==> src/rtl/mem_access_ctrl.sv <==
// Memory access controller: accepts one CPU read/write request at a time,
// runs a four-phase handshake (EN / MFC) against an asynchronous memory and
// reports completion or timeout with a single-cycle done pulse.
module mem_access_ctrl #(
   parameter int TIMEOUT = 15
) (
   input  logic        clk,
   input  logic        reset,
   input  logic        req,
   input  logic        req_rw,
   input  logic [15:0] req_addr,
   input  logic [15:0] req_wdata,
   output logic        busy,
   output logic        done,
   output logic        err,
   output logic [15:0] rdata,
   output logic [15:0] MAR_to_MEM,
   output logic [15:0] MDR_to_MEM,
   output logic        EN,
   output logic        RW,
   input  logic        MFC,
   input  logic [15:0] MEM_to_MDR
);

   localparam int CW = $clog2(TIMEOUT + 1);

   // One-hot so every output is a single state flop (glitch-free strobe).
   typedef enum logic [5:0] {
      IDLE    = 6'b000001,
      SETUP   = 6'b000010,
      STROBE  = 6'b000100,
      RELEASE = 6'b001000,
      DONE    = 6'b010000,
      ERR     = 6'b100000
   } state_t;

   state_t          r_state, w_next;
   logic            r_sync1, r_sync2;
   logic [CW-1:0]   r_wait;
   logic [15:0]     r_mar, r_mdr, r_rdata;
   logic            r_rw;
   logic            w_mfc_s, w_tmo, w_accept, w_capture, w_waiting;

   assign w_mfc_s   = r_sync2;
   assign w_tmo     = (r_wait == CW'(TIMEOUT - 1));
   assign w_waiting = r_state[1] | r_state[2] | r_state[3];

   // Two-flop synchronizer for the asynchronous MFC handshake input.
   always_ff @(posedge clk) begin
      if (reset) begin
         r_sync1 <= 1'b0;
         r_sync2 <= 1'b0;
      end else begin
         r_sync1 <= MFC;
         r_sync2 <= r_sync1;
      end
   end

   // State register.
   always_ff @(posedge clk) begin
      if (reset) r_state <= IDLE;
      else       r_state <= w_next;
   end

   // Next-state decode; accept and read-capture strobes fall out of it.
   always_comb begin
      w_next    = r_state;
      w_accept  = 1'b0;
      w_capture = 1'b0;
      unique case (r_state)
         IDLE: begin
            if (req) begin
               w_next   = SETUP;
               w_accept = 1'b1;
            end
         end
         SETUP: begin
            // Wait for any leftover MFC from a previous access to clear.
            if (!w_mfc_s)   w_next = STROBE;
            else if (w_tmo) w_next = ERR;
         end
         STROBE: begin
            if (w_mfc_s) begin
               w_next    = RELEASE;
               w_capture = r_rw;
            end else if (w_tmo) begin
               w_next = ERR;
            end
         end
         RELEASE: begin
            if (!w_mfc_s)   w_next = DONE;
            else if (w_tmo) w_next = ERR;
         end
         DONE:    w_next = IDLE;
         ERR:     w_next = IDLE;
         default: w_next = IDLE;
      endcase
   end

   // Per-state wait counter; restarts on every state change.
   always_ff @(posedge clk) begin
      if (reset)                  r_wait <= '0;
      else if (w_next != r_state) r_wait <= '0;
      else if (w_waiting)         r_wait <= r_wait + 1'b1;
   end

   // Access registers: address/data/direction held for the whole access.
   always_ff @(posedge clk) begin
      if (reset) begin
         r_mar   <= '0;
         r_mdr   <= '0;
         r_rw    <= 1'b1;
         r_rdata <= '0;
      end else begin
         if (w_accept) begin
            r_mar <= req_addr;
            r_mdr <= req_wdata;
            r_rw  <= req_rw;
         end
         if (w_capture) r_rdata <= MEM_to_MDR;
      end
   end

   assign EN         = r_state[2];
   assign busy       = ~r_state[0];
   assign done       = r_state[4] | r_state[5];
   assign err        = r_state[5];
   assign rdata      = r_rdata;
   assign MAR_to_MEM = r_mar;
   assign MDR_to_MEM = r_mdr;
   assign RW         = r_rw;

endmodule

==> config.mk <==
export PLATFORM = sky130hd
export DESIGN_NAME = mem_access_ctrl
export DESIGN_NICKNAME = d
export VERILOG_FILES = /design/src/rtl/mem_access_ctrl.sv
export SDC_FILE = /design/constraint.sdc
export NUM_CORES = 1
export LEC_CHECK = 0
export CAP_MARGIN = 5
export CORE_UTILIZATION = 42
export CTS_CLUSTER_SIZE = 16
export DETAILED_ROUTE_END_ITERATION = 16
export GPL_TIMING_DRIVEN = 0
export PLACE_DENSITY = 0.8
export SLEW_MARGIN = 20
export SYNTH_ARGS = -nofsm -noshare
export SYNTH_HDL_FRONTEND = slang
export SYNTH_SLANG_ARGS = --single-unit
==> constraint.sdc <==
create_clock -name clk -period 2.23 [get_ports clk]
set_input_delay 0.3345 -clock clk [delete_from_list [all_inputs] [get_ports clk]]
set_output_delay 0.3345 -clock clk [all_outputs]
set_load 0.03 [all_outputs]
==> flow_summary.json, run 1 <==
{
  "synthesis.nets": 334,
  "setup_viol": 0,
  "cts_tree": "yes",
  "synth_common_cells": "70 x nand2_1, 61 x dfxtp_1, 34 x a21oi_1, 19 x nor2_1, 17 x mux2i_1",
  "cp_max_fo": 6,
  "cts_setup_buffers": 0,
  "slowest_delay_ns": 0.60,
  "crit_path_top_delay_cell": "clkdlybuf4s50_1",
  "synthArstFlopShare": 0,
  "die_area_mm2": 0.00616,
  "remaining_drc_errors": 0,
  "synth_enable_flop_cells": 0,
  "crit_arrival_ns": 1.64,
  "synthCells": 279,
  "clk_pin_slew_ns": 0.06,
  "multi_input_area_mm2": 0.00110,
  "die_x_um": 78.5,
  "numCtsBuffers": 9,
  "max-slew-margin-rel": 0.658,
  "worst_clock_skew_ns": 0.0101,
  "final_antenna_net_count": 0,
  "crit_chain": "or2_2 -> clkdlybuf4s50_1",
  "critPathCapture": "done",
  "root_buffer": "clkbuf_8",
  "grt_setup_unrepaired": "false",
  "dp_hpwl_um": 4540,
  "n_fill_cell": 464,
  "r2r_slack_ns": 0.28,
  "grt_pass1_vias": 2202,
  "min_period_over_period": 0.887,
  "r2r-end": "r_wait[3]$_SDFFE_PP0P_",
  "max_freq_mhz": 506,
  "final-max-slew-violation-count": 0,
  "wl_per_cell_um": 13.0,
  "grt_overflow": 0,
  "synth_seq_cells": 61,
  "synthMuxAreaShare": 0.0692,
  "area_delta_synth_final_pct": 54.5,
  "r2r-start": "r_state[1]$_SDFF_PP0_",
  "crit_type": "reg2out",
  "num-nets-final": 450,
  "synth-simple-area-share": 0.249,
  "required_ns": 1.90,
  "swShare": 0.255,
  "avgSynthCellArea_um2": 8.81,
  "clockBufferDepth": 2,
  "pre_cts_slack_ns": 0.260,
  "synth.top_cell.area_share": 0.497,
  "synth.largest_area_cell": "dfxtp_1",
  "die_h_um": 78.5,
  "drtIter0Drc": 76,
  "pwr-share-seq": 0.450,
  "worst_pin_slew_ns": 0.512,
  "critPathLaunch": "r_state[5]$_SDFF_PP0_",
  "post_cts_resized": 0,
  "finalWorstSetupSlack_ns": 0.253,
  "viasPerCell": 4.96,
  "cp.depth": 2,
  "yosysMostFrequentCell": "nand2_1",
  "holdCritPathClass": "reg2reg",
  "dr_total_vias": 2336,
  "seqCellArea_mm2": 0.00122,
  "ys_top_cells_by_area": "dfxtp_1 50%, nand2_1 11%, a21oi_1 6.9%",
  "cts_hold_buf": 0,
  "end_kind": "primary output",
  "worst_path_dominant_cell_family": "buffers and inverters",
  "antenna_found_initial": 0,
  "ios": 106,
  "yosysWarnings": 0,
  "internal_power_mw": 1.92,
  "min_period_ns": 1.98,
  "fp-row-count": 27,
  "finalHoldViolCount": 0,
  "cts_sinks": 61,
  "synthAdderAreaFrac": 0.0102,
  "coreArea_mm2": 0.00557,
  "synth_compound_area_frac": 0.106,
  "tns_ns": 0,
  "synth_cell_type_count": 43,
  "pwr-share-clk": 0.378,
  "status": "complete, no violations",
  "synth_top_family_by_area": "simple AND/OR/NAND/NOR gates",
  "leakage_nw": 1.55,
  "dr.pass1.iters": 4,
  "comb_power_share": 0.171,
  "cp_num_buf_inv": 1,
  "routed_wl_um": 6140,
  "gp_congestion": 0.901,
  "grt_max_degree": 11,
  "max-cap-violations": 0,
  "start_kind": "flip-flop",
  "initial_utilization": 0.441,
  "r2r_cells": 5,
  "grt_use_total": 0.203,
  "antenna_cells": 0,
  "power_density_mw_per_mm2": 678,
  "yosysSeqAreaShare": 0.497,
  "clk_latency_ns": 0.32,
  "netlist_area_mm2": 0.00246,
  "ys.flop_type": "dfxtp_1",
  "synth_xor_area_frac": 0.0143,
  "io_buffers": 105,
  "p_sw_mw": 0.655,
  "ir_drop_mv": 0.428,
  "grt_pass1_wl_um": 9860,
  "htreeDepth": 3,
  "drive_above_1_share": 0.0852,
  "total_power_mw": 2.57,
  "postLayoutCoreUtil": 0.681
}
## power groups by stage
stage	Combinational [mW]	Clock [mW]	Sequential, mW
2_1_floorplan	0.152	0	1.26
3_3_place_gp	0.435	0	1.18
5_1_grt	0.475	1.05	1.16
3_5_place_dp	0.443	0	1.18
4_1_cts	0.444	0.997	1.16
6_report	0.441	0.973	1.16
## routing by layer
| metal | wire length (um) | vias to the layer above | track usage |
|---|---|---|---|
| met5 | 0 | - | 0 |
| met4 | 92 | 0 | 0.0796 |
| met3 | 492 | 9 | 0.0535 |
| met2 | 2870 | 92 | 0.347 |
| met1 | 2690 | 1066 | 0.242 |
| li1 | - | 1169 | - |
## area by class of cell
type                       count  area share
clock buffer                  11      0.0399
multi-input combinational    195       0.291
sequential                    61       0.322
inverter                       3     0.00297
clock inverter                 4      0.0125
buffer                        20      0.0316
timing repair buffer         105       0.277
tap                           72      0.0237
## logic make-up after synthesis
| group | count (synthesis) |
|---|---|
| mux | 17 |
| buf+inv | 23 |
| xor+xnor | 4 |
| fa+ha+maj | 2 |
| simple gates | 126 |
| flops | 61 |
| compound gates | 46 |
## worst register-to-register path, delay by kind of cell, from the launching register on
family / cells / cell delay [ns]
compound gates: 2 / 0.74
flops: 1 / 0.43
simple gates: 2 / 0.36
buf+inv: 1 / 0.34
## sequential cells by signal (all words and copies together), names as in the netlist
| name | count |
|---|---|
| MAR_to_MEM | 16 |
| r_wait | 4 |
| MDR_to_MEM | 16 |
| rdata | 16 |
| r_sync1 | 1 |
| r_state | 6 |
| RW | 1 |
| r_sync2 | 1 |
## metrics by stage
step | cell area (um^2) | instances | hold slack [ns]
2_1_floorplan | 2460 | 279 | 0.414
3_3_place_gp | 3600 | 456 | 0.423
3_5_place_dp | 3600 | 456 | 0.446
4_1_cts | 3800 | 471 | 0.455
5_1_grt | 3800 | 471 | 0.468
6_report | 3800 | 471 | 0.454
## worst min path at each step
stage | start | to | slack, ns | cells after the start
after floorplan | r_sync1$_SDFF_PP0_ | r_sync2$_SDFF_PP0_ | 0.41 | 1
after global placement | r_sync1$_SDFF_PP0_ | r_sync2$_SDFF_PP0_ | 0.42 | 1
after detailed placement | MDR_to_MEM[6]$_SDFFE_PP0P_ | MDR_to_MEM[6]$_SDFFE_PP0P_ | 0.45 | 2
after CTS | MDR_to_MEM[6]$_SDFFE_PP0P_ | MDR_to_MEM[6]$_SDFFE_PP0P_ | 0.46 | 2
after global routing | MAR_to_MEM[8]$_SDFFE_PP0P_ | MAR_to_MEM[8]$_SDFFE_PP0P_ | 0.47 | 2
final | MDR_to_MEM[15]$_SDFFE_PP0P_ | MDR_to_MEM[15]$_SDFFE_PP0P_ | 0.45 | 2
## cell usage in the layout, fill, tap and decap left out, types with 3 or more instances in the layout
cell type and count:
clkdlybuf4s50_1 105, nand2_1 70, dfxtp_1 61, a21oi_1 34, nor2_1 19, mux2i_1 17, clkbuf_8 11, clkbuf_1 9
nor3_1 9, buf_2 6, buf_6 5, inv_1 3, nor2b_1 3, nor4b_1 3
(Power assumes the default switching activity.)
==> run 2, diff against run 1 <==
SKIP_LAST_GASP = 1   (was unset)
==> results of run 2 <==
Final layout, timing and power as in run 1 (identical DEF).
==> edit 1 (config.mk and constraints of run 1) <==
Make the reset (`reset`) asynchronous in 4 clocked blocks.
--- a/src/rtl/mem_access_ctrl.sv
+++ b/src/rtl/mem_access_ctrl.sv
@@ -46,7 +46,7 @@
    assign w_waiting = r_state[1] | r_state[2] | r_state[3];
 
    // Two-flop synchronizer for the asynchronous MFC handshake input.
-   always_ff @(posedge clk) begin
+   always_ff @(posedge clk or posedge reset) begin
       if (reset) begin
          r_sync1 <= 1'b0;
          r_sync2 <= 1'b0;
@@ -57,7 +57,7 @@
    end
 
    // State register.
-   always_ff @(posedge clk) begin
+   always_ff @(posedge clk or posedge reset) begin
       if (reset) r_state <= IDLE;
       else       r_state <= w_next;
    end
@@ -98,14 +98,14 @@
    end
 
    // Per-state wait counter; restarts on every state change.
-   always_ff @(posedge clk) begin
+   always_ff @(posedge clk or posedge reset) begin
       if (reset)                  r_wait <= '0;
       else if (w_next != r_state) r_wait <= '0;
       else if (w_waiting)         r_wait <= r_wait + 1'b1;
    end
 
    // Access registers: address/data/direction held for the whole access.
-   always_ff @(posedge clk) begin
+   always_ff @(posedge clk or posedge reset) begin
       if (reset) begin
          r_mar   <= '0;
          r_mdr   <= '0;
Check against the original RTL: differs if reset is asserted again (counterexample within 4 cycles, from zero or initial values and one cycle with reset high); with reset held inactive, the same outputs for 10 cycles.
==> edit 1 against run 1 <==
Count of clock-buffer cells in the layout rose by 3; synthesized area is 3.3% higher; sequential cell count unchanged; fmax shrank 4.1%; cell area is 3.0% higher; routed wire length shrank 7.6%; setup slack got worse by 84 ps; register-to-register slack got worse by 110 ps; synthesized cell count shrank 36%; critical path depth grew 3; non-clock buffer count shrank 8.
Power is not compared: it rests on default switching activity, and its combinational part moved more than twofold at a synthesized area within 25%.
==> edit 1: results (changes against run 1) <==
Worst setup path
The maximum fanout count along the critical path came to 10 (was 6). The element type at the critical path end is a flip-flop (was primary output). The worst setup path startpoint is r_state[5]$_DFF_PP0_ (was r_state[5]$_SDFF_PP0_). The largest incremental delay on the critical path is 420 ps (was 600 ps).

The top cell family by delay on the critical path is simple AND/OR/NAND/NOR gates (was buffers and inverters). The slowest library cell on the worst path is sky130_fd_sc_hd__dfrtp_1 (was sky130_fd_sc_hd__clkdlybuf4s50_1). The setup slack of the worst register-to-register path is 170 ps (was 280 ps). The endpoint of the lowest-slack register-to-register path is rdata[6]$_DFFE_PP0P_ (was r_wait[3]$_SDFFE_PP0P_). The data arrival time of the critical path was 2260 ps (was 1640 ps).

GRT
The number of global-route vias before repair is 2001 (was 2202). The global-route wire length before repair is 9.26 mm (was 9.86 mm). The total global routing track utilization was 0.194 (was 0.203). The largest net degree at the start of global routing is 46 (was 11).

Final layout
The fraction of layout instances using a drive strength above 1 is 0.257 (was 0.0852). The fill cell total of the finished layout is 425 (was 464). The final net count came to 354 (was 450).

Synth
The async set-reset flop share out of synthesis came to 1.00 (was 0). Synth top cells by count: sky130_fd_sc_hd__dfrtp_1 (59), sky130_fd_sc_hd__mux2_2 (49), sky130_fd_sc_hd__nor3_1 (7) (was sky130_fd_sc_hd__nand2_1 (70), sky130_fd_sc_hd__dfxtp_1 (61), sky130_fd_sc_hd__a21oi_1 (34)). Leading post-synthesis cells by cell area: sky130_fd_sc_hd__dfrtp_1 (58%), sky130_fd_sc_hd__mux2_2 (22%), sky130_fd_sc_hd__dfstp_2 (2.1%), sky130_fd_sc_hd__nor3_1 (1.4%), sky130_fd_sc_hd__buf_6 (1.3%) (was sky130_fd_sc_hd__dfxtp_1 (50%), sky130_fd_sc_hd__nand2_1 (11%), sky130_fd_sc_hd__a21oi_1 (6.9%), sky130_fd_sc_hd__mux2i_1 (6.9%), sky130_fd_sc_hd__nor2_1 (2.9%)). The summed instance area of the synthesized netlist was 2540 sq um (was 2460 sq um). The distinct cell type count after synthesis is 38 (was 43).

The sequential share of the synthesized area was 0.602 (was 0.497). The synthesized net count is 234 (was 334). The most frequently used flop master after synthesis is sky130_fd_sc_hd__dfrtp_1 (was sky130_fd_sc_hd__dfxtp_1).

The count of mapped cells out of synthesis is 179 (was 279).

STA
The worst hold slack is 294 ps (was 454 ps). The post-route clock skew is 5.30 ps (was 10.1 ps). The worst slew margin relative to its limit is 0.550 (was 0.658).

Placement
The final HPWL from detailed placement is 4.09 mm (was 4.54 mm). The number of placed instances, taps included was 357 (was 456). The routability-driven placement congestion ratio is 0.793 (was 0.901).

Route
The number of violations reported at the end of detailed-routing iteration 0 came to 119 (was 76). The routed wire length came to 5.68 mm (was 6.14 mm). The detailed-route vias per instance is 5.12 (was 4.96).

The via count of the routed design is 1925 (was 2336).

Hold path
The kind of path behind the tightest hold check is in2async (was reg2reg).

CTS
The total of cells resized after clock tree synthesis is 1 (was 0).

Run status
Outcome: complete, no violations (unchanged).
## edit 1: cell types whose count changed after synthesis, sizes merged, moves of 6 or more
| cell | delta |
|---|---|
| dfrtp | +59 |
| nor2 | -14 |
| mux2i | -17 |
| dfxtp | -61 |
| nand2 | -64 |
| mux2 | +49 |
| clkbuf | -6 |
| buf | -6 |
| a21oi | -32 |
## edit 1: where the power goes
part	total (mW)	internal, mW	switching, mW
combinational	2.81	1.34	1.47
clock	0.863	0.462	0.401
sequential	1.79	1.56	0.228
total	5.46	3.36	2.10
## edit 1: metrics by stage
| stage | area (sq um) | setup WS, ps | util |
|---|---|---|---|
| finish | 3910 | 169 | 0.689 |
| global route | 3910 | 3.25 | 0.689 |
| CTS | 3890 | 51.4 | 0.685 |
| detailed placement | 3710 | 16.8 | 0.654 |
| global placement | 3680 | -730 | 0.648 |
| floorplan | 2540 | 140 | - |
## edit 1: metal layers
metal / wire length, um / track usage / vias to the layer above
li1: - / - / 880
met1: 2330 / 0.234 / 944
met2: 2720 / 0.309 / 93
met3: 556 / 0.0834 / 8
met4: 73 / 0.0696 / 0
met5: 0 / 0 / -
## edit 1: cells by family after synthesis
kind of cell	after synthesis	share of synthesized area
compound gates	14	0.0375
xor+xnor	4	0.0138
fa+ha+maj	2	0.00986
buf+inv	12	0.0286
flops	61	0.602
mux	49	0.217
simple gates	37	0.0907
## edit 1: area by class of cell
cell class	count	share of cell area
plain buffers	8	0.0147
clock buffers	14	0.0416
clock inverters	2	0.00256
inverters	4	0.00448
multi-input cells	106	0.241
flip-flops and latches	61	0.391
well taps	72	0.0230
repair buffers	109	0.282
==> edit 2 (settings of run 1) <==
Made on the original files. Set the parameter `TIMEOUT` to 16 (it was 15).
--- a/src/rtl/mem_access_ctrl.sv
+++ b/src/rtl/mem_access_ctrl.sv
@@ -2,7 +2,7 @@
 // runs a four-phase handshake (EN / MFC) against an asynchronous memory and
 // reports completion or timeout with a single-cycle done pulse.
 module mem_access_ctrl #(
-   parameter int TIMEOUT = 15
+   parameter int TIMEOUT = 16
 ) (
    input  logic        clk,
    input  logic        reset,
Behaviour: same outputs for any inputs over 10 cycles, from zero or initial values and one cycle with reset high; that may be too few to reach the edited logic, so the function may still have changed.
==> edit 2 against run 1 <==
Power shrank 5.2%; synthesized area fell by 0.81%; global-route usage grew 0.41 points; worst hold slack got worse by 39 ps; routed wire length is 2.9% lower; sequential cell count increased by 1; setup slack got worse by 150 ps; cell area shrank 0.49%; largest cell class unchanged.
==> edit 2: results (changes against run 1) <==
Final layout
The final net count is 452 (was 450).

STA
The transition time at the pin with the least slew margin is 478 ps (was 512 ps). The post-route clock skew is 5.21 ps (was 10.1 ps). The worst hold slack is 415 ps (was 454 ps).

Power and ir drop
The reported net switching power is 0.657 mW (was 0.655 mW). The worst ir drop on vdd is 472 uV (was 428 uV). The total power is 2.44 mW (was 2.57 mW). The clock group total power is 0.831 mW (was 0.973 mW).

Synth
The synthesized-area fraction occupied by ao, oa, aoi and oai cells is 0.105 (was 0.106). The sequential share of the synthesized area is 0.509 (was 0.497). The distinct cell type count after synthesis was 38 (was 43).

Leading post-synthesis cells by cell area: sky130_fd_sc_hd__dfxtp_1 (51%), sky130_fd_sc_hd__nand2_1 (11%), sky130_fd_sc_hd__mux2i_1 (7.4%), sky130_fd_sc_hd__a21oi_1 (7.2%), sky130_fd_sc_hd__nor2_1 (3.1%) (was sky130_fd_sc_hd__dfxtp_1 (50%), sky130_fd_sc_hd__nand2_1 (11%), sky130_fd_sc_hd__a21oi_1 (6.9%), sky130_fd_sc_hd__mux2i_1 (6.9%), sky130_fd_sc_hd__nor2_1 (2.9%)). The mux cell area share after synthesis is 0.0739 (was 0.0692). Synth top cells by count: sky130_fd_sc_hd__nand2_1 (69), sky130_fd_sc_hd__dfxtp_1 (62), sky130_fd_sc_hd__a21oi_1 (35) (was sky130_fd_sc_hd__nand2_1 (70), sky130_fd_sc_hd__dfxtp_1 (61), sky130_fd_sc_hd__a21oi_1 (34)).

Hold path
The hold-critical path endpoint is r_sync1$_SDFF_PP0_ (was MDR_to_MEM[15]$_SDFFE_PP0P_).

CTS
The latest clock arrival within the worst-skew pair is 340 ps (was 320 ps).

Run status
Outcome: complete, no violations (unchanged).

Placement
The number of placed instances, taps included is 457 (was 456).

Worst setup path
The setup slack of the worst register-to-register path is 100 ps (was 280 ps). The number of cells traversed by the worst register-to-register path is 8 (was 5). The critical register-to-register path startpoint was r_wait[0]$_SDFFE_PP0P_ (was r_state[1]$_SDFF_PP0_). The slowest library cell on the worst path was sky130_fd_sc_hd__dfxtp_1 (was sky130_fd_sc_hd__clkdlybuf4s50_1). The largest incremental delay on the critical path was 340 ps (was 600 ps).

GRT
The global-route wire length before repair was 9.78 mm (was 9.86 mm). The total global routing track utilization is 0.207 (was 0.203).
==> edit 2: metal layers <==
layer  GRT usage  share of wire
met2       0.332           0.47
met1       0.232           0.41
met4       0.120          0.015
met3      0.0826           0.10
met5           0              0
==> edit 2: stage by stage <==
step           worst slack [ps]  instance area [sq um]
2_1_floorplan               180                   2440
3_3_place_gp              -33.6                   3570
3_5_place_dp              -92.6                   3570
4_1_cts                    1.53                   3750
5_1_grt                   -7.77                   3780
6_report                    102                   3780
==> edit 2: final cells by class <==
cell class	instances	area (sq um)
plain buffers	21	108
clock buffers	11	141
clock inverters	5	25.0
fillers	501	1760
inverters	3	11.3
multi-input cells	194	1100
flip-flops and latches	62	1240
well taps	72	90.1
repair buffers	106	1060
==> edit 2: timing repair <==
action,4_1_cts,5_1_grt
resized for setup,2,9
pin swaps,3,1
buffers inserted,2,0
setup endpoints to repair,21,36
